**src/rtl/uart_pkg.sv**
```systemverilog
// Shared constants and FSM state encodings for the buffered UART.
package uart_pkg;
    localparam int OVERSAMPLE = 16;

    localparam int PAR_NONE = 0;
    localparam int PAR_EVEN = 1;
    localparam int PAR_ODD  = 2;

    typedef enum logic [2:0] {R_IDLE, R_START, R_DATA, R_PARITY, R_STOP} rx_state_t;
    typedef enum logic [2:0] {T_IDLE, T_START, T_DATA, T_PARITY, T_STOP} tx_state_t;
endpackage

```
**src/rtl/sync_fifo.sv**
```systemverilog
// First-word fall-through synchronous FIFO; a push is still honoured when full
// if a pop happens in the same cycle.
module sync_fifo #(
    parameter int width = 8,
    parameter int depth = 16
) (
    input  logic                    clk,
    input  logic                    reset,
    input  logic                    i_push,
    input  logic [width-1:0]        i_wr_data,
    input  logic                    i_pop,
    output logic [width-1:0]        o_rd_data,
    output logic                    o_full,
    output logic                    o_empty,
    output logic [$clog2(depth):0]  o_count
);
    localparam int AW = $clog2(depth);

    logic [width-1:0] r_mem [depth];
    logic [AW-1:0]    r_wr_ptr;
    logic [AW-1:0]    r_rd_ptr;
    logic [AW:0]      r_count;
    logic             w_push_ok;
    logic             w_pop_ok;

    assign o_empty   = (r_count == '0);
    assign o_full    = (r_count == (AW+1)'(depth));
    assign o_count   = r_count;
    assign w_pop_ok  = i_pop && !o_empty;
    assign w_push_ok = i_push && (!o_full || w_pop_ok);
    assign o_rd_data = o_empty ? '0 : r_mem[r_rd_ptr];

    // NOTE: storage is deliberately not reset; only pointers and count are, and an
    // empty FIFO masks the head to zero, so stale contents are never observable.
    always_ff @(posedge clk) begin
        if (w_push_ok)
            r_mem[r_wr_ptr] <= i_wr_data;
    end

    // NOTE: all state is updated with non-blocking assignments so every register
    // sees the pre-edge values of the others, independent of statement order.
    always_ff @(posedge clk) begin
        if (reset) begin
            r_wr_ptr <= '0;
            r_rd_ptr <= '0;
            r_count  <= '0;
        end else begin
            if (w_push_ok)
                r_wr_ptr <= r_wr_ptr + AW'(1);
            if (w_pop_ok)
                r_rd_ptr <= r_rd_ptr + AW'(1);
            case ({w_push_ok, w_pop_ok})
                2'b10:   r_count <= r_count + (AW+1)'(1);
                2'b01:   r_count <= r_count - (AW+1)'(1);
                default: r_count <= r_count;
            endcase
        end
    end
endmodule

```
**src/rtl/uart_buffered.sv**
```systemverilog
// Buffered UART: 16x oversampled receiver and transmitter, each behind a FIFO,
// with optional even/odd parity and one-cycle error/overflow pulses.
module uart_buffered
    import uart_pkg::*;
#(
    parameter int freq_hz     = 50000000,
    parameter int baud        = 115200,
    parameter int fifo_depth  = 16,
    parameter int parity_mode = PAR_NONE
) (
    input  logic                         clk,
    input  logic                         reset,
    input  logic                         uart_rxd,
    output logic                         uart_txd,
    input  logic [7:0]                   tx_data,
    input  logic                         tx_wr,
    output logic                         tx_full,
    output logic                         tx_busy,
    output logic [7:0]                   rx_data,
    output logic                         rx_avail,
    input  logic                         rx_ack,
    output logic                         rx_error,
    output logic                         rx_overflow,
    output logic [$clog2(fifo_depth):0]  rx_count
);
    localparam int DIV     = freq_hz / (baud * OVERSAMPLE);
    localparam int TW      = (DIV > 1) ? $clog2(DIV) : 1;
    localparam int BIT_CYC = DIV * OVERSAMPLE;
    localparam int CW      = $clog2(BIT_CYC);
    localparam logic [TW-1:0] TICK_LAST = TW'(DIV - 1);
    localparam logic [CW-1:0] BIT_LAST  = CW'(BIT_CYC - 1);
    localparam logic PAR_ON  = (parity_mode != PAR_NONE);
    localparam logic PAR_INV = (parity_mode == PAR_ODD);

    logic [TW-1:0] r_tick_cnt;
    logic          w_tick16;

    logic          r_rxd_meta, r_rxd_sync, r_rxd_prev;
    rx_state_t     r_rx_state, w_rx_state_nxt;
    logic [3:0]    r_rx_phase;
    logic [2:0]    r_rx_bit;
    logic [7:0]    r_rx_shift;
    logic          r_rx_par_err, r_rx_error, r_rx_overflow;
    logic          w_rx_fall, w_rx_sample, w_rx_good, w_rx_bad;
    logic          w_rx_full, w_rx_empty;

    tx_state_t     r_tx_state, w_tx_state_nxt;
    logic [CW-1:0] r_tx_cnt;
    logic [2:0]    r_tx_bit;
    logic [7:0]    r_tx_shift;
    logic          r_tx_par, r_txd;
    logic          w_tx_bit_end, w_tx_pop, w_txd_nxt, w_tx_empty;
    logic [7:0]    w_tx_head;
    logic [$clog2(fifo_depth):0] w_tx_count;

    assign w_tick16 = (r_tick_cnt == TICK_LAST);

    always_ff @(posedge clk) begin
        if (reset)
            r_tick_cnt <= '0;
        else
            r_tick_cnt <= w_tick16 ? '0 : r_tick_cnt + TW'(1);
    end

    assign w_rx_fall   = r_rxd_prev && !r_rxd_sync;
    assign w_rx_sample = w_tick16 && (r_rx_phase == 4'd15);

    // NOTE: every signal driven here gets a default first, so no path can infer a latch.
    always_comb begin
        w_rx_state_nxt = r_rx_state;
        w_rx_good      = 1'b0;
        w_rx_bad       = 1'b0;
        case (r_rx_state)
            R_IDLE:   if (w_rx_fall) w_rx_state_nxt = R_START;
            R_START:  if (w_tick16 && r_rx_phase == 4'd7)
                          w_rx_state_nxt = r_rxd_sync ? R_IDLE : R_DATA;
            R_DATA:   if (w_rx_sample && r_rx_bit == 3'd7)
                          w_rx_state_nxt = PAR_ON ? R_PARITY : R_STOP;
            R_PARITY: if (w_rx_sample) w_rx_state_nxt = R_STOP;
            R_STOP:   if (w_rx_sample) begin
                          w_rx_state_nxt = R_IDLE;
                          w_rx_bad  = !r_rxd_sync || r_rx_par_err;
                          w_rx_good = r_rxd_sync && !r_rx_par_err;
                      end
            default:  w_rx_state_nxt = R_IDLE;
        endcase
    end

    always_ff @(posedge clk) begin
        if (reset) begin
            r_rxd_meta    <= 1'b1;
            r_rxd_sync    <= 1'b1;
            r_rxd_prev    <= 1'b1;
            r_rx_state    <= R_IDLE;
            r_rx_phase    <= '0;
            r_rx_bit      <= '0;
            r_rx_shift    <= '0;
            r_rx_par_err  <= 1'b0;
            r_rx_error    <= 1'b0;
            r_rx_overflow <= 1'b0;
        end else begin
            r_rxd_meta <= uart_rxd;
            r_rxd_sync <= r_rxd_meta;
            r_rxd_prev <= r_rxd_sync;
            r_rx_state <= w_rx_state_nxt;
            // START re-zeroes the phase at mid start bit so later samples land mid-bit.
            if (r_rx_state == R_IDLE)
                r_rx_phase <= '0;
            else if (w_tick16)
                r_rx_phase <= (r_rx_state == R_START && r_rx_phase == 4'd7) ? 4'd0 : r_rx_phase + 4'd1;
            if (r_rx_state == R_START) begin
                r_rx_bit     <= '0;
                r_rx_par_err <= 1'b0;
            end
            if (r_rx_state == R_DATA && w_rx_sample) begin
                r_rx_shift <= {r_rxd_sync, r_rx_shift[7:1]};
                r_rx_bit   <= r_rx_bit + 3'd1;
            end
            if (r_rx_state == R_PARITY && w_rx_sample)
                r_rx_par_err <= ((^r_rx_shift) ^ r_rxd_sync) != PAR_INV;
            r_rx_error    <= w_rx_bad;
            r_rx_overflow <= w_rx_good && w_rx_full && !rx_ack;
        end
    end

    sync_fifo #(.width(8), .depth(fifo_depth)) u_rx_fifo (
        .clk       (clk),
        .reset     (reset),
        .i_push    (w_rx_good),
        .i_wr_data (r_rx_shift),
        .i_pop     (rx_ack),
        .o_rd_data (rx_data),
        .o_full    (w_rx_full),
        .o_empty   (w_rx_empty),
        .o_count   (rx_count)
    );

    assign rx_avail    = !w_rx_empty;
    assign rx_error    = r_rx_error;
    assign rx_overflow = r_rx_overflow;

    sync_fifo #(.width(8), .depth(fifo_depth)) u_tx_fifo (
        .clk       (clk),
        .reset     (reset),
        .i_push    (tx_wr),
        .i_wr_data (tx_data),
        .i_pop     (w_tx_pop),
        .o_rd_data (w_tx_head),
        .o_full    (tx_full),
        .o_empty   (w_tx_empty),
        .o_count   (w_tx_count)
    );

    assign w_tx_bit_end = (r_tx_cnt == BIT_LAST);

    always_comb begin
        w_tx_state_nxt = r_tx_state;
        w_tx_pop       = 1'b0;
        w_txd_nxt      = 1'b1;
        case (r_tx_state)
            T_IDLE:   if (!w_tx_empty) begin
                          w_tx_pop       = 1'b1;
                          w_tx_state_nxt = T_START;
                      end
            T_START:  begin
                          w_txd_nxt = 1'b0;
                          if (w_tx_bit_end) w_tx_state_nxt = T_DATA;
                      end
            T_DATA:   begin
                          w_txd_nxt = r_tx_shift[0];
                          if (w_tx_bit_end && r_tx_bit == 3'd7)
                              w_tx_state_nxt = PAR_ON ? T_PARITY : T_STOP;
                      end
            T_PARITY: begin
                          w_txd_nxt = r_tx_par;
                          if (w_tx_bit_end) w_tx_state_nxt = T_STOP;
                      end
            T_STOP:   if (w_tx_bit_end) begin
                          w_tx_pop       = !w_tx_empty;
                          w_tx_state_nxt = w_tx_empty ? T_IDLE : T_START;
                      end
            default:  w_tx_state_nxt = T_IDLE;
        endcase
    end

    always_ff @(posedge clk) begin
        if (reset) begin
            r_tx_state <= T_IDLE;
            r_tx_cnt   <= '0;
            r_tx_bit   <= '0;
            r_tx_shift <= '0;
            r_tx_par   <= 1'b0;
            r_txd      <= 1'b1;
        end else begin
            r_tx_state <= w_tx_state_nxt;
            r_txd      <= w_txd_nxt;
            r_tx_cnt   <= (r_tx_state == T_IDLE || w_tx_bit_end) ? '0 : r_tx_cnt + CW'(1);
            if (w_tx_pop) begin
                r_tx_shift <= w_tx_head;
                r_tx_par   <= (^w_tx_head) ^ PAR_INV;
                r_tx_bit   <= '0;
            end else if (r_tx_state == T_DATA && w_tx_bit_end) begin
                r_tx_shift <= {1'b0, r_tx_shift[7:1]};
                r_tx_bit   <= r_tx_bit + 3'd1;
            end
        end
    end

    assign uart_txd = r_txd;
    assign tx_busy  = (w_tx_count != '0) || (r_tx_state != T_IDLE);
endmodule

```
**config.mk**
```make
export PLATFORM = sky130hd
export DESIGN_NAME = uart_buffered
export DESIGN_NICKNAME = d
export VERILOG_FILES = /design/src/rtl/uart_pkg.sv /design/src/rtl/sync_fifo.sv /design/src/rtl/uart_buffered.sv
export SDC_FILE = /design/constraint.sdc
export NUM_CORES = 1
export LEC_CHECK = 0
export CELL_PAD_IN_SITES_DETAIL_PLACEMENT = 1
export CELL_PAD_IN_SITES_GLOBAL_PLACEMENT = 1
export CORE_ASPECT_RATIO = 1.2
export CORE_MARGIN = 2
export CORE_UTILIZATION = 53
export CTS_CLUSTER_DIAMETER = 100
export DETAILED_ROUTE_END_ITERATION = 12
export PLACE_DENSITY_LB_ADDON = 0.1
export SETUP_SLACK_MARGIN = 0.15
export SKIP_LAST_GASP = 1
export SLEW_MARGIN = 20
export SYNTH_ARGS = -nofsm -noshare
export SYNTH_HDL_FRONTEND = slang
export SYNTH_SLANG_ARGS = --single-unit
```
**constraint.sdc**
```tcl
create_clock -name clk -period 4.06 [get_ports clk]
set_clock_uncertainty 0.1 [all_clocks]
set_input_delay 0.812 -clock clk [delete_from_list [all_inputs] [get_ports clk]]
set_output_delay 0.812 -clock clk [all_outputs]
set_load 0.005 [all_outputs]
```
# Word level (Yosys, flattened, before mapping)
# Memories as Yosys holds them, arrays and structs flattened. A register that Yosys moved wholly into a read port is not among the register bits.
# Cells that the tools add are included.
# word_totals
n_memories	2
ff_bits	80
wordCells	158
input_bits	13
mem_bits_rw	256
# op_classes
n_bitwise	3
n_reduce_logical	48
mux	39
n_addsub	13
n_eq_ne	30
# mem_list
memory	depth	word_bits	read_ports	rd_clocked_by_memory_dff	wr	line	source
u_rx_fifo.r_mem	16	8	1	1	1	sync_fifo.sv:19	logic [width-1:0] r_mem [depth];
u_tx_fifo.r_mem	16	8	1	1	1	sync_fifo.sv:19	
# ops
cell	n
$mux 3	12
$mux 8	4
$pmux 3 s5	2
$add 4x1->4 const B	5
$mux 4	5
$ne 2x2->1 const B	10
$pmux 5 s2	2
$logic_and 1x1->1	16
$reduce_xor 8->1	2
$add 5x1->5 const B	3
$eq 5x5->1 const B	3
$eq 3x2->1 const B	4
$eq 3x3->1 const B	4
$mux 1	11
$logic_not 5->1	2
$reduce_and 5->1	2
$reduce_bool 2->1	5
$sub 5x1->5 const B	2
$add 9x1->9 const B	1
$eq 9x9->1 const B	1
$reduce_or 2->1	4
$logic_not 1->1	7
$add 3x1->3 const B	2
$eq 3x1->1 const B	2
other kinds (14)	22

# Longest topological paths before layout
# Gate-level depths: netlist of run 1.
# logic_depth
word_depth	9
ltp_mapped	16

# Modules after synthesis
# A second synthesis of run 1 with hierarchy kept.
# hier_totals
hier_cells	959
hier_area_um2	14525.2
# by_module_without_submodules
mod	seq_area_each_um2	cells_per_inst	area_per_inst_um2	instances
sync_fifo	4184.0	333	5967.0	2
uart_buffered	1081.0	293	2591.2	1

# Worst setup path before layout of run 1
# OpenSTA, ideal clock, no wires.
# synth_path
path_type	register to register
startpoint	register r_tick_cnt[0]
endpoint	register u_rx_fifo.r_count[4] (netlist: u_rx_fifo.o_count[4])
setup_time_ns	0.070
stages_incl_launch_ff	16
arrival_time_ns	3.000
t_required_ns	3.890
slack_ns	0.890
period_less_slack_ns	3.170
cell_sequence	dfxtp_1 -> inv_1 -> ha_1 -> and4b_1 -> buf_2 -> and4_1 -> nand3_1 -> nor2_2 -> inv_1 -> ha_1 -> fa_1 -> a21o_1 -> a21oi_1 -> xor2_1 -> or3_1 -> a21oi_1
# synth_via
elab_chain_len	7
elab_cells_between_ends	9
# synth_lines
element	line	source
start: declaration	uart_buffered.sv:35	logic [TW-1:0] r_tick_cnt;
start signal: assignment	uart_buffered.sv:62	r_tick_cnt <= w_tick16 ? '0 : r_tick_cnt + TW'(1);
$eq 5x5->1 *	uart_buffered.sv:56	assign w_tick16 = (r_tick_cnt == TICK_LAST);
$logic_and 1x1->1 *	uart_buffered.sv:66	assign w_rx_sample = w_tick16 && (r_rx_phase == 4'd15);
$mux 1 *	uart_buffered.sv:80	R_STOP: if (w_rx_sample) begin
$mux 1 *	uart_buffered.sv:73	case (r_rx_state)
$logic_and 1x1->1 *	sync_fifo.sv:30	assign w_push_ok = i_push && (!o_full || w_pop_ok);
$eq 2x1->1 / $eq 2x2->1 (equally long branches)	sync_fifo.sv:52	case ({w_push_ok, w_pop_ok})
$pmux 5 s2 / $reduce_bool 2->1 (equally long branches)	--	
end signal: assignment	sync_fifo.sv:53	2'b10: r_count <= r_count + (AW+1)'(1);
end signal: assignment	sync_fifo.sv:54	2'b01: r_count <= r_count - (AW+1)'(1);
end signal: assignment	sync_fifo.sv:55	default: r_count <= r_count;
end: declaration	sync_fifo.sv:22	logic [AW:0] r_count;
# Every way passes the cells marked *; elsewhere a longest branch is shown, timed or not.
# A chain may end at the register's enable or synchronous reset.

==> results of run 1 <==
registers in the layout (all words and copies together) (netlist names), 4 cells and up, named ones only:
| register | cells |
|---|---|
| u_rx_fifo.o_count | 5 |
| u_rx_fifo.r_mem | 128 |
| u_rx_fifo.r_wr_ptr | 4 |
| u_rx_fifo.r_rd_ptr | 4 |
| r_tick_cnt | 5 |
| r_tx_cnt | 9 |
| u_tx_fifo.r_wr_ptr | 4 |
| r_rx_phase | 4 |
| u_tx_fifo.r_mem | 128 |
| u_tx_fifo.o_count | 5 |
| u_tx_fifo.r_rd_ptr | 4 |
| r_tx_shift | 8 |
| r_rx_shift | 8 |
routing by layer:
metal	share of wire, %	global-route usage [%]
met5	0	0
met4	3.1	8.33
met3	3.1	3.56
met2	57	43.5
met1	37	26.0
layout make-up:
class,count,area share [%]
timing repair buffer,52,3.03
clock buffer,48,6.42
inverter,10,0.239
multi-input combinational,455,26.5
clock inverter,17,1.02
tap,330,2.63
sequential,344,60.2
stage by stage:
stage	area, um^2	utilization [%]	worst slack (ns)	std cells
2_1_floorplan	13800	-	0.890	851
3_3_place_gp	14500	56.8	0.675	1191
3_5_place_dp	14500	56.8	0.567	1191
4_1_cts	15700	61.3	0.275	1256
5_1_grt	15700	61.3	0.219	1256
6_report	15700	61.3	0.336	1256
logic make-up after synthesis:
logic type | count (synthesis)
flops | 344
simple gates | 221
mux | 95
compound gates | 63
buf+inv | 52
xor+xnor | 49
fa+ha+maj | 27
worst min-delay path by stage:
stage,startpoint,endpoint,slack (ns),depth (start not counted)
floorplan,r_rxd_meta,r_rxd_sync,0.29,1
global placement,r_rxd_meta,r_rxd_sync,0.30,1
detailed placement,r_rxd_meta,r_rxd_sync,0.30,1
CTS,r_rxd_meta,r_rxd_sync,0.30,1
global route,r_rxd_meta,r_rxd_sync,0.31,1
finish,r_rxd_meta,r_rxd_sync,0.30,1
power by group:
group	switching (mW)	internal [mW]	total, mW
clock	1.30	1.94	3.24
sequential	0.123	3.88	4.00
combinational	0.584	0.516	1.10
total	2.01	6.33	8.34
synthesized netlist by cell type (2+ instances only):
library cell	number	area [um^2]
nor2b_1	15	93.8
nor2_2	2	12.5
a21oi_1	19	95.1
and2_1	17	106
a21o_1	4	30.0
nand4_1	8	50.1
and3_1	3	18.8
fa_1	2	40.0
o21ai_0	5	25.0
a211oi_1	8	60.1
or3_1	3	18.8
ha_1	25	313
nand3b_1	2	15.0
buf_2	8	40.0
mux2i_1	23	230
or2_2	4	25.0
nor2_1	87	327
a22oi_1	16	120
nor3b_1	2	15.0
xor2_1	25	219
mux4_2	72	1620
dfxtp_1	88	1760
xnor2_1	24	210
and4_1	2	17.5
nor3_1	19	95.1
edfxtp_1	256	7690
a31oi_1	5	31.3
nand3_1	9	45.0
inv_1	10	37.5
buf_4	5	37.5
nor4_1	2	12.5
nand2b_1	4	25.0
clkbuf_1	24	90.1
buf_1	4	15.0
nand2_1	35	131
critical path: cells and delay by family (launching register included):
family	cells	cell delay [ns]
DFF	1	0.34
buffers and inverters	2	0.70
and+or+nand+nor	1	0.15
muxes	2	1.07
==> run metrics, run 1 <==
core area=around 26000 um^2; Avg Inst Size Synth=16.3 um^2; status=complete, no violations; Post-CTS Setup Repair Bufs=0; first-pass GRT wire length=about 47000 um; leakage power figure=~5.3 nW; source of the worst register-to-register timing path=r_tick_cnt[0]; worst endpoint required time=3.15 ns; type of the setup path with the least slack=reg -> out; maximum number of pins on one net before global-route repair=~50; EDFF count, synth=~260; portion of the clock cycle consumed by the worst path in the final layout=91.7%; antenna violations before repair=0; Slew @ Worst Pin=0.994 ns; maximum fanout along the worst path=32; kind of end point of the critical path=primary output; RSZ-0062 raised after global routing=false; complex-gate fraction of the synthesized area=3.19%; Slew HR=33.7%; xor/xnor share of the synthesized area=between 3 and 4%; number of hold-slack violations in the final timing report=0; initial core utilization=54.0%; FF-to-FF path depth=14; drt total wl=about 30000 um; syn nets=891; Max stage delay on crit path=around 0.57 ns; combinational family with the most area after synthesis=multiplexers; sum of negative setup slack=0 ns; overall routing resource usage=23.1%; minimum setup slack among reg-to-reg paths=0.46 ns; proportion of synthesized flip-flops having asynchronous set or reset=0%; max-cap viol count=0; Vias=between 7000 and 8000; number of placed I/O pins=32; horizontal die dimension=approximately 150 um; cell type of the slowest stage on the worst timing path=mux4_2; number of pins with negative max-slew slack in the final report=0; total number of nets in the final design=939; maximum achievable frequency=269 MHz; Syn Std Cell Area=13800 um^2; Power Dens Cells=~530 nW/um^2; H-tree lvl count=2; crit-path cells=buf_12 -> mux4_2 -> mux4_2 -> nor2b_1 -> clkdlybuf4s50_1; root buffer selected by CTS=clkbuf_16; IO Port Bufs=31; # clock sinks=around 340; DP HPWL=approximately 20000 um; worst-case clock buffer depth=3; count of antenna-violating nets left after detailed routing=0; total of hold buffers inserted after clock tree synthesis=0; post-layout total power=between 8 and 9 mW; crit path to=rx_data[7]; most common library cell in the layout ignoring fill and taps=edfxtp_1; Gate Count Post-Synth=851; distinct cell type count after synthesis=roughly 50; arrival time reported for the critical path endpoint=roughly 2.8 ns; multi-input logic area=4170 um^2; maximum vdd drop=approximately 0.42 mV; multiplexer area fraction after synthesis=roughly an eighth; Hold Slack=around 0.3 ns; DRC violations left=0; number of synthesized register bits=~340; Chip Height=181 um; Core Rows=64; routed length per instance=between 20 and 25 um; residual overflow from global routing=0; CTS clk-pin slew, worst paths=approximately 0.060 ns; TritonCTS Buffers=36; endpoint of the most critical register-to-register path=u_rx_fifo.o_count[4]; filler cell count=2300; count of endpoints failing setup in the final report=0; footprint of the flip-flops and latches=9450 um^2; total iterations of the first detailed-routing run=4; drt via density=just under 6; insertion delay of the later-clocked pin in the worst-skew pair=0.52 ns; top library cells by usage in the layout, fill and taps aside=256 x edfxtp_1, 87 x nor2_1, 86 x dfxtp_1; Synth Area in Simple Gates=a little under 8%; number of warnings printed during yosys synthesis=0; TritonCTS clock tree=yes; adder and majority gate portion of the synthesized area=2.55%; number of diodes added for antenna fixing=0; share of layout cells above drive strength 1=16.8%; quantity of gates resized following cts=0; most used flip-flop cell after synthesis=edfxtp_1; cell occurring most often along the worst timing path=mux4_2; iteration-0 DRC count of the detailed router=approximately 400; Layout area overhead=13.5%; DIE AREA=between 20000 and 30000 um^2; portion of the post-synthesis area used by sequential elements=about two thirds; CP startpoint kind=flip-flop; class of the tightest hold or removal check=reg -> reg; number of global-route vias before repair=~8200; time the worst path needs with I/O delays and setup=between 3 and 4 ns; GP Congestion=0.736
Note: power is estimated with default switching activity, not from simulation.
==> run 2, diff against run 1 <==
--- a/config.mk
+++ b/config.mk
@@ -19,3 +19,4 @@
 export SYNTH_ARGS = -nofsm -noshare
 export SYNTH_HDL_FRONTEND = slang
 export SYNTH_SLANG_ARGS = --single-unit
+export TNS_END_PERCENT = 100
==> results of run 2 <==
Final layout, timing and power as in run 1 (identical DEF).
